==> config.mk <==
export PLATFORM = sky130hd
export DESIGN_NAME = uart_rx
export DESIGN_NICKNAME = d
export VERILOG_FILES = /design/src/rtl/uart_rx.sv
export SDC_FILE = /design/constraint.sdc
export NUM_CORES = 1
export LEC_CHECK = 0
export ABC_AREA = 0
export BUFFER_PORTS_ARGS = -buffer_cell sky130_fd_sc_hd__buf_2
export CAP_MARGIN = 20
export CORE_AREA = 2 2 131 69
export DETAILED_ROUTE_END_ITERATION = 8
export DIE_AREA = 0 0 133 71
export HOLD_SLACK_MARGIN = 0.12
export PLACE_DENSITY_LB_ADDON = 0.2
export SLEW_MARGIN = 20
export SYNTH_ARGS = -nofsm -noshare
export SYNTH_HDL_FRONTEND = slang
export SYNTH_SLANG_ARGS = --single-unit
==> constraint.sdc <==
create_clock -name clk -period 6.7 [get_ports clk]
set_input_delay 1.005 -clock clk [delete_from_list [all_inputs] [get_ports clk]]
set_output_delay 1.005 -clock clk [all_outputs]
set_load 0.01 [all_outputs]
==> src/rtl/uart_rx.sv <==
// 8N1 UART receiver with a two-flop input synchronizer, mode-selected bit period,
// a one-entry valid/ready output register, and framing/overrun pulses.
module uart_rx #(
   parameter int CLK_FREQ = 50000000
) (
   input  logic       clk,
   input  logic       rst_n,
   input  logic       rx_line,
   input  logic [3:0] mode,
   output logic [7:0] data_out,
   output logic       data_valid,
   input  logic       data_ready,
   output logic       frame_err,
   output logic       overrun
);

   typedef enum logic [2:0] {IDLE, START, DATA, STOP, BREAK} state_t;

   state_t      state;
   logic [1:0]  sync;
   logic        rx_s;
   logic [31:0] clock_cnt;
   logic [3:0]  bit_cnt;
   logic [31:0] n_lat;
   logic [31:0] half;
   logic [7:0]  shift;
   logic        unused_clk_freq;

   // The bit-period table is fixed for a 50 MHz clock; CLK_FREQ is informational.
   assign unused_clk_freq = (CLK_FREQ > 0);

   assign rx_s = sync[1];
   assign half = {1'b0, n_lat[31:1]};

   function automatic logic [31:0] bit_n(input logic [3:0] m);
      case (m)
         4'd0:    bit_n = 32'd10417;
         4'd1:    bit_n = 32'd5208;
         4'd2:    bit_n = 32'd434;
         4'd3:    bit_n = 32'd195;
         default: bit_n = 32'd5208;
      endcase
   endfunction

   always_ff @(posedge clk or negedge rst_n) begin
      if (!rst_n) begin
         sync <= 2'b11;
      end else begin
         sync <= {sync[0], rx_line};
      end
   end

   always_ff @(posedge clk or negedge rst_n) begin
      if (!rst_n) begin
         state      <= IDLE;
         clock_cnt  <= '0;
         bit_cnt    <= '0;
         n_lat      <= 32'd5208;
         shift      <= '0;
         data_out   <= '0;
         data_valid <= 1'b0;
         frame_err  <= 1'b0;
         overrun    <= 1'b0;
      end else begin
         frame_err <= 1'b0;
         overrun   <= 1'b0;
         if (data_valid && data_ready)
            data_valid <= 1'b0;

         case (state)
            IDLE: begin
               if (!rx_s) begin
                  n_lat     <= bit_n(mode);
                  clock_cnt <= '0;
                  bit_cnt   <= '0;
                  state     <= START;
               end
            end
            START: begin
               if (clock_cnt == half) begin
                  clock_cnt <= '0;
                  bit_cnt   <= '0;
                  state     <= rx_s ? IDLE : DATA;
               end else begin
                  clock_cnt <= clock_cnt + 32'd1;
               end
            end
            DATA: begin
               if (clock_cnt == n_lat) begin
                  shift[bit_cnt[2:0]] <= rx_s;
                  clock_cnt           <= '0;
                  if (bit_cnt == 4'd7) begin
                     bit_cnt <= '0;
                     state   <= STOP;
                  end else begin
                     bit_cnt <= bit_cnt + 4'd1;
                  end
               end else begin
                  clock_cnt <= clock_cnt + 32'd1;
               end
            end
            STOP: begin
               if (clock_cnt == n_lat) begin
                  clock_cnt <= '0;
                  bit_cnt   <= '0;
                  if (rx_s) begin
                     // A same-cycle handshake frees the register for the new byte.
                     if (!data_valid || data_ready) begin
                        data_out   <= shift;
                        data_valid <= 1'b1;
                     end else begin
                        overrun <= 1'b1;
                     end
                     state <= IDLE;
                  end else begin
                     frame_err <= 1'b1;
                     state     <= BREAK;
                  end
               end else begin
                  clock_cnt <= clock_cnt + 32'd1;
               end
            end
            BREAK: begin
               if (rx_s) begin
                  clock_cnt <= '0;
                  bit_cnt   <= '0;
                  state     <= IDLE;
               end
            end
            default: begin
               clock_cnt <= '0;
               bit_cnt   <= '0;
               state     <= IDLE;
            end
         endcase
      end
   end

endmodule

# ---- Word-level counts from Yosys, hierarchy flattened
# Index checks and enable logic that the tools add are counted.
# Widths: inputs -> output; s select.
dict set report op_classes {
  n_addsub 2
  order_cmp 2
  n_eq_ne 15
  mux 37
  n_bitwise 1
  n_reduce_logical 13
}
# op count
set ops {}
lappend ops {{$mux 32} 4}
lappend ops {{$pmux 32 s4} 1}
lappend ops {{$pmux 14 s3} 1}
lappend ops {{$add 32x1->32 const B} 1}
lappend ops {{$eq 32x31->1} 1}
lappend ops {{$eq 32x32->1} 1}
lappend ops {{$mux 4} 6}
lappend ops {{$mux 3} 7}
lappend ops {{$pmux 4 s5} 1}
lappend ops {{$pmux 3 s5} 1}
lappend ops {{$mux 1} 13}
lappend ops {{$ne 2x2->1 const B} 6}
lappend ops {{$bwmux 8} 1}
lappend ops {{$eq 4x2->1 const B} 2}
lappend ops {{$eq 3x2->1 const B} 2}
lappend ops {{$reduce_and 2->1} 3}
lappend ops {{$reduce_and 6->1} 1}
lappend ops {{$reduce_and 5->1} 1}
lappend ops {{$add 4x1->4 const B} 1}
lappend ops {{$eq 4x3->1 const B} 1}
lappend ops {{$logic_not 4->1} 1}
lappend ops {{$lt 3x4->1 const B} 1}
lappend ops {{$reduce_and 4->1} 1}
lappend ops {{$demux 1 s3} 1}
lappend ops {{10 further kinds} 11}
dict set report totals {
  ff_bits 92
  in_bits 8
  output_inout_bits 11
  wordCells 80
}

# ---- Logic depth before layout (Yosys ltp)
dict set report depth {
  ltp_word 6
  mapped_depth 9
  ltp_nobuf 7
}

# ---- Least setup slack after synthesis
# No wires, ideal clock.
dict set report synth_path {
  path_type {register -> register}
  start {register clock_cnt[7]}
  end {register shift[1]}
  setup_time_ns 0.125
  arrival_time_ns 2.264
  required_ns 6.575
  setup_slack_ns 4.311
  stages_incl_launch_ff 9
  n_path_buf 2
  path_cell_list {dfrtp_1 buf_6 xor2_1 a2111o_1 nor4_4 nand2_2 clkbuf_1 nor4_1 mux2_2}
}
dict set report synth_via {
  elab_chain_cells 2
}
# item line_no
set synth_rtl {}
lappend synth_rtl {{from (decl)} 22} ;# logic [31:0] clock_cnt;
lappend synth_rtl {{from (signal assigned)} 85} ;# clock_cnt <= clock_cnt + 32'd1;
lappend synth_rtl {{from (signal assigned)} 99} ;# clock_cnt <= clock_cnt + 32'd1;
lappend synth_rtl {{from (signal assigned)} 120} ;# clock_cnt <= clock_cnt + 32'd1;
lappend synth_rtl {{$eq 32x32->1} 89} ;# if (clock_cnt == n_lat) begin
lappend synth_rtl {{$reduce_and 2->1 (no line)} --}
lappend synth_rtl {{to (signal, indexed assignment)} 90} ;# shift[bit_cnt[2:0]] <= rx_s;
lappend synth_rtl {{to (decl)} 26} ;# logic [7:0] shift;
# No other way between the ends.
# A chain may end at the register's enable or synchronous reset.

# ---- Worst setup path in the final report
dict set report layout_path {
  start {register clock_cnt[7]}
  end {register bit_cnt[0]}
}
dict set report layout_via {
  elab_chain_cells 3
  word_cells_on_any_way 6
  classes_between {eq/ne: 5; reduce/logical: 1}
}
# item line_no
set layout_rtl {}
lappend layout_rtl {{$eq 32x32->1 / $eq 32x31->1 (equally long branches)} {89, 103, 80}}
lappend layout_rtl {{$ne 2x2->1 (no line)} --}
lappend layout_rtl {{$reduce_and 5->1 (no line) (*)} --}
lappend layout_rtl {{to (signal assigned)} 96} ;# bit_cnt <= bit_cnt + 4'd1;
lappend layout_rtl {{to (decl)} 23} ;# logic [3:0] bit_cnt;
# Mark *: on every way between the ends. The rest lies on a longest branch, timed or not.

==> metrics <==
post-detailed-route count of antenna-violating nets=0; total power per unit cell area=335 mW/mm²; CP startpoint kind=register; area of the multi-input gates=about 0.0018 mm²; DRT iter0 DRCs=233; achievable frequency=340 MHz; placed inst area=approximately 0.0038 mm²; Worst Min Path Start=sync[0]$_DFF_PN1_; fraction of the yosys area taken by sequential cells=between 40% and 50%; number of distinct standard cells referenced by the synthesized netlist=between 40 and 50; final worst path period share=a little over two fifths; worst path arrival time=~3.2 ns; warnings from Yosys=0; Design Power=approximately 1.4 mW; number of hold buffers added after cts=0; Post-CTS Setup Repair Bufs=0; detailed-route vias per instance=~5.4; clock-pin transition on the worst setup and hold timing paths=roughly 0.060 ns; Max IR drop VDD=0.160 mV; top cells by instance count after synthesis=64 x dfrtp_1, 39 x nor2_1, 33 x nand2_1; met1 usage=between 30% and 40%; global-route wire length before repair=13,600 µm; total negative slack for setup checks=0 ns; worst hold path class=register to register; number of CTS-inserted buffers=9; vias in the first global route=approximately 2.6k; clock tree sinks=69; met3 track demand over resource=5.88%; total detailed-routing wirelength=between 8000 and 9000 µm; primary flip-flop cell chosen by synthesis mapping=dfrtp_1; classification of the worst setup path=register to register; HPWL after detailed placement=between 5000 and 6000 µm; worst setup slack for register-to-register paths=3.76 ns; Final setup violation count=0; post-synthesis to final-layout area growth=13.3%; average detailed-routed wire length per instance=about 16 µm; Port-buffer cells=18; cell leakage power=approximately 1.9 nW; final core area utilization=between 40% and 50%; routed vias=2,746; TritonCTS clock tree=yes; initial antenna violation count=0; setup repair after global routing missed its margin=false; largest cells by area after synthesis=dfrtp_1 44%, xnor2_1 4.8%, nand3_1 4.1%; Die Ht=roughly 70 µm; placeable core region=between 0.008 and 0.009 mm²; minimum clock period after layout=2.94 ns; number of nets in the layout=396; reg2reg start=clock_cnt[7]$_DFFE_PN0P_; Worst Hold Path Cells=0; area share of the largest cell type after synthesis=a little over two fifths; share of flip-flops with an asynchronous set or reset=between 90% and 100%; Die X=roughly 130 µm; total of max-cap violations=0; cell area after synthesis=about 0.0036 mm²; capturing element type of the critical path=register; I/O pin count=19; synthesized flop and latch total=69; insertion delay to the later sink of the worst-skew pair=0.34 ns; slew at the pin closest to its max-slew limit=a little under 0.9 ns; launching element of the worst setup path=clock_cnt[7]$_DFFE_PN0P_; largest net degree at the start of global routing=70; diode insertion count for antenna repair=0; number of enable-type register cells in the synthesized netlist=0; count of filler cells inserted in the layout=roughly 770; final global-route overflow total=0; share of layout cells above drive strength 1=about 17%; root buffer cell=clkbuf_16; end of the worst register-to-register path=bit_cnt[0]$_DFFE_PN0P_; busiest layer in global routing=met1; Starting Density=between 40% and 50%; tightest hold margin=0.357 ns; average instance area after synthesis=~9.7 µm²; CP Max Fanout=28; number of instances in the synthesized netlist=375; Final GP Congestion=about 0.9; cell with the most instances after synthesis=dfrtp_1; worst clock skew=roughly 0.010 ns; FP Rows=24; status=finished clean; area occupied by registers=between 0.0015 and 0.002 mm²; number of detailed-routing iterations run before antenna repair=4; met2 layer usage reported by global route=between 20% and 30%; Total Routing Usage GR=18.9%; most area-hungry cell type in the Yosys netlist=dfrtp_1; Post-Layout Inst Area=approximately 0.0041 mm²; final hold violation count=0; max-slew headroom at the worst pin=42.4%; Register-to-Register Path Depth=6; post-cts sizing count=0; number of nets in the synthesized netlist=approximately 390; CP required=roughly 6.9 ns; maximum level of the CTS H-tree=3; total DRC errors in the routed layout=0; Die Footprint=~0.0094 mm²; maximum clock insertion buffer count=2; worst min-delay path endpoint=sync[1]$_DFF_PN1_; number of max-slew violations in the final report=0
-- cells by family after synthesis --
family,synth area share [%]
AND/OR/NAND/NOR,26.0
flip-flops,47.5
AO/OA/AOI/OAI,7.37
XOR/XNOR,7.44
buffers and inverters,3.53
multiplexers,7.20
adder cells (fa/ha/maj),1.03
-- power breakdown --
| part | internal, mW | switching (mW) | total (mW) |
|---|---|---|---|
| Sequential | 0.464 | 0.0735 | 0.538 |
| Combinational | 0.129 | 0.216 | 0.345 |
| Clock | 0.323 | 0.180 | 0.504 |
-- metal layers --
layer,vias up,wire (µm)
met3,4,413
met4,0,57
li1,1348,-
met1,1339,4530
met2,55,3040
met5,-,0
-- critical path, stage by stage (launching register included) --
cell	delay, ns
dfrtp_1	0.50
xor2_1	0.21
a2111o_1	0.43
nor4_4	0.36
o211ai_4	0.33
nor2_4	0.58
mux2_2	0.40
-- registers in the layout (all words and copies together), names as in the netlist --
name,flops
shift,8
frame_err,1
sync,2
data_valid,1
clock_cnt,32
state,3
n_lat,9
overrun,1
bit_cnt,4
data_out,8
-- stage by stage --
| step | worst slack [ns] | std cells |
|---|---|---|
| floorplan | 4.31 | 375 |
| global placement | 3.22 | 491 |
| detailed placement | 3.17 | 491 |
| CTS | 3.15 | 507 |
| global route | 3.52 | 507 |
| finish | 3.76 | 507 |
-- placed cells by master, fill, tap and decap left out, drive strengths merged, types with 3 or more instances in the layout --
| master | count |
|---|---|
| dfrtp | 64 |
| nor2 | 40 |
| clkbuf | 9 |
| o22ai | 3 |
| buf | 21 |
| nor4 | 14 |
| nand3 | 30 |
| and3 | 13 |
| and4 | 4 |
| a21oi | 6 |
| xor2 | 11 |
| nand4 | 9 |
| nand2b | 8 |
| mux2i | 3 |
| a22o | 4 |
| nor3 | 15 |
| clkinv | 3 |
| nand2 | 34 |
| o21ai | 11 |
| nor2b | 4 |
| ha | 3 |
| nand3b | 3 |
| xnor2 | 20 |
| dfstp | 5 |
| mux2 | 18 |
| inv | 7 |
-- how the worst max path moves through the flow --
stage | slack, ns | cells past startpoint | endpoint
6_report | 3.76 | 6 | bit_cnt[0]$_DFFE_PN0P_
5_1_grt | 3.52 | 6 | state[0]$_DFFE_PN0P_
3_5_place_dp | 3.17 | 6 | state[0]$_DFFE_PN0P_
3_3_place_gp | 3.22 | 6 | bit_cnt[0]$_DFFE_PN0P_
2_1_floorplan | 4.31 | 8 | shift[1]$_DFFE_PN0P_
4_1_cts | 3.15 | 6 | bit_cnt[0]$_DFFE_PN0P_
-- area by class of cell --
cell class	count	share of cell area, %
tap	117	3.54
multi-input combinational	277	43.6
inverter	7	0.635
timing repair buffer	21	2.72
sequential	69	41.9
clock buffer	9	5.45
clock inverter	7	2.18
Power figures use the tool's default switching activity.
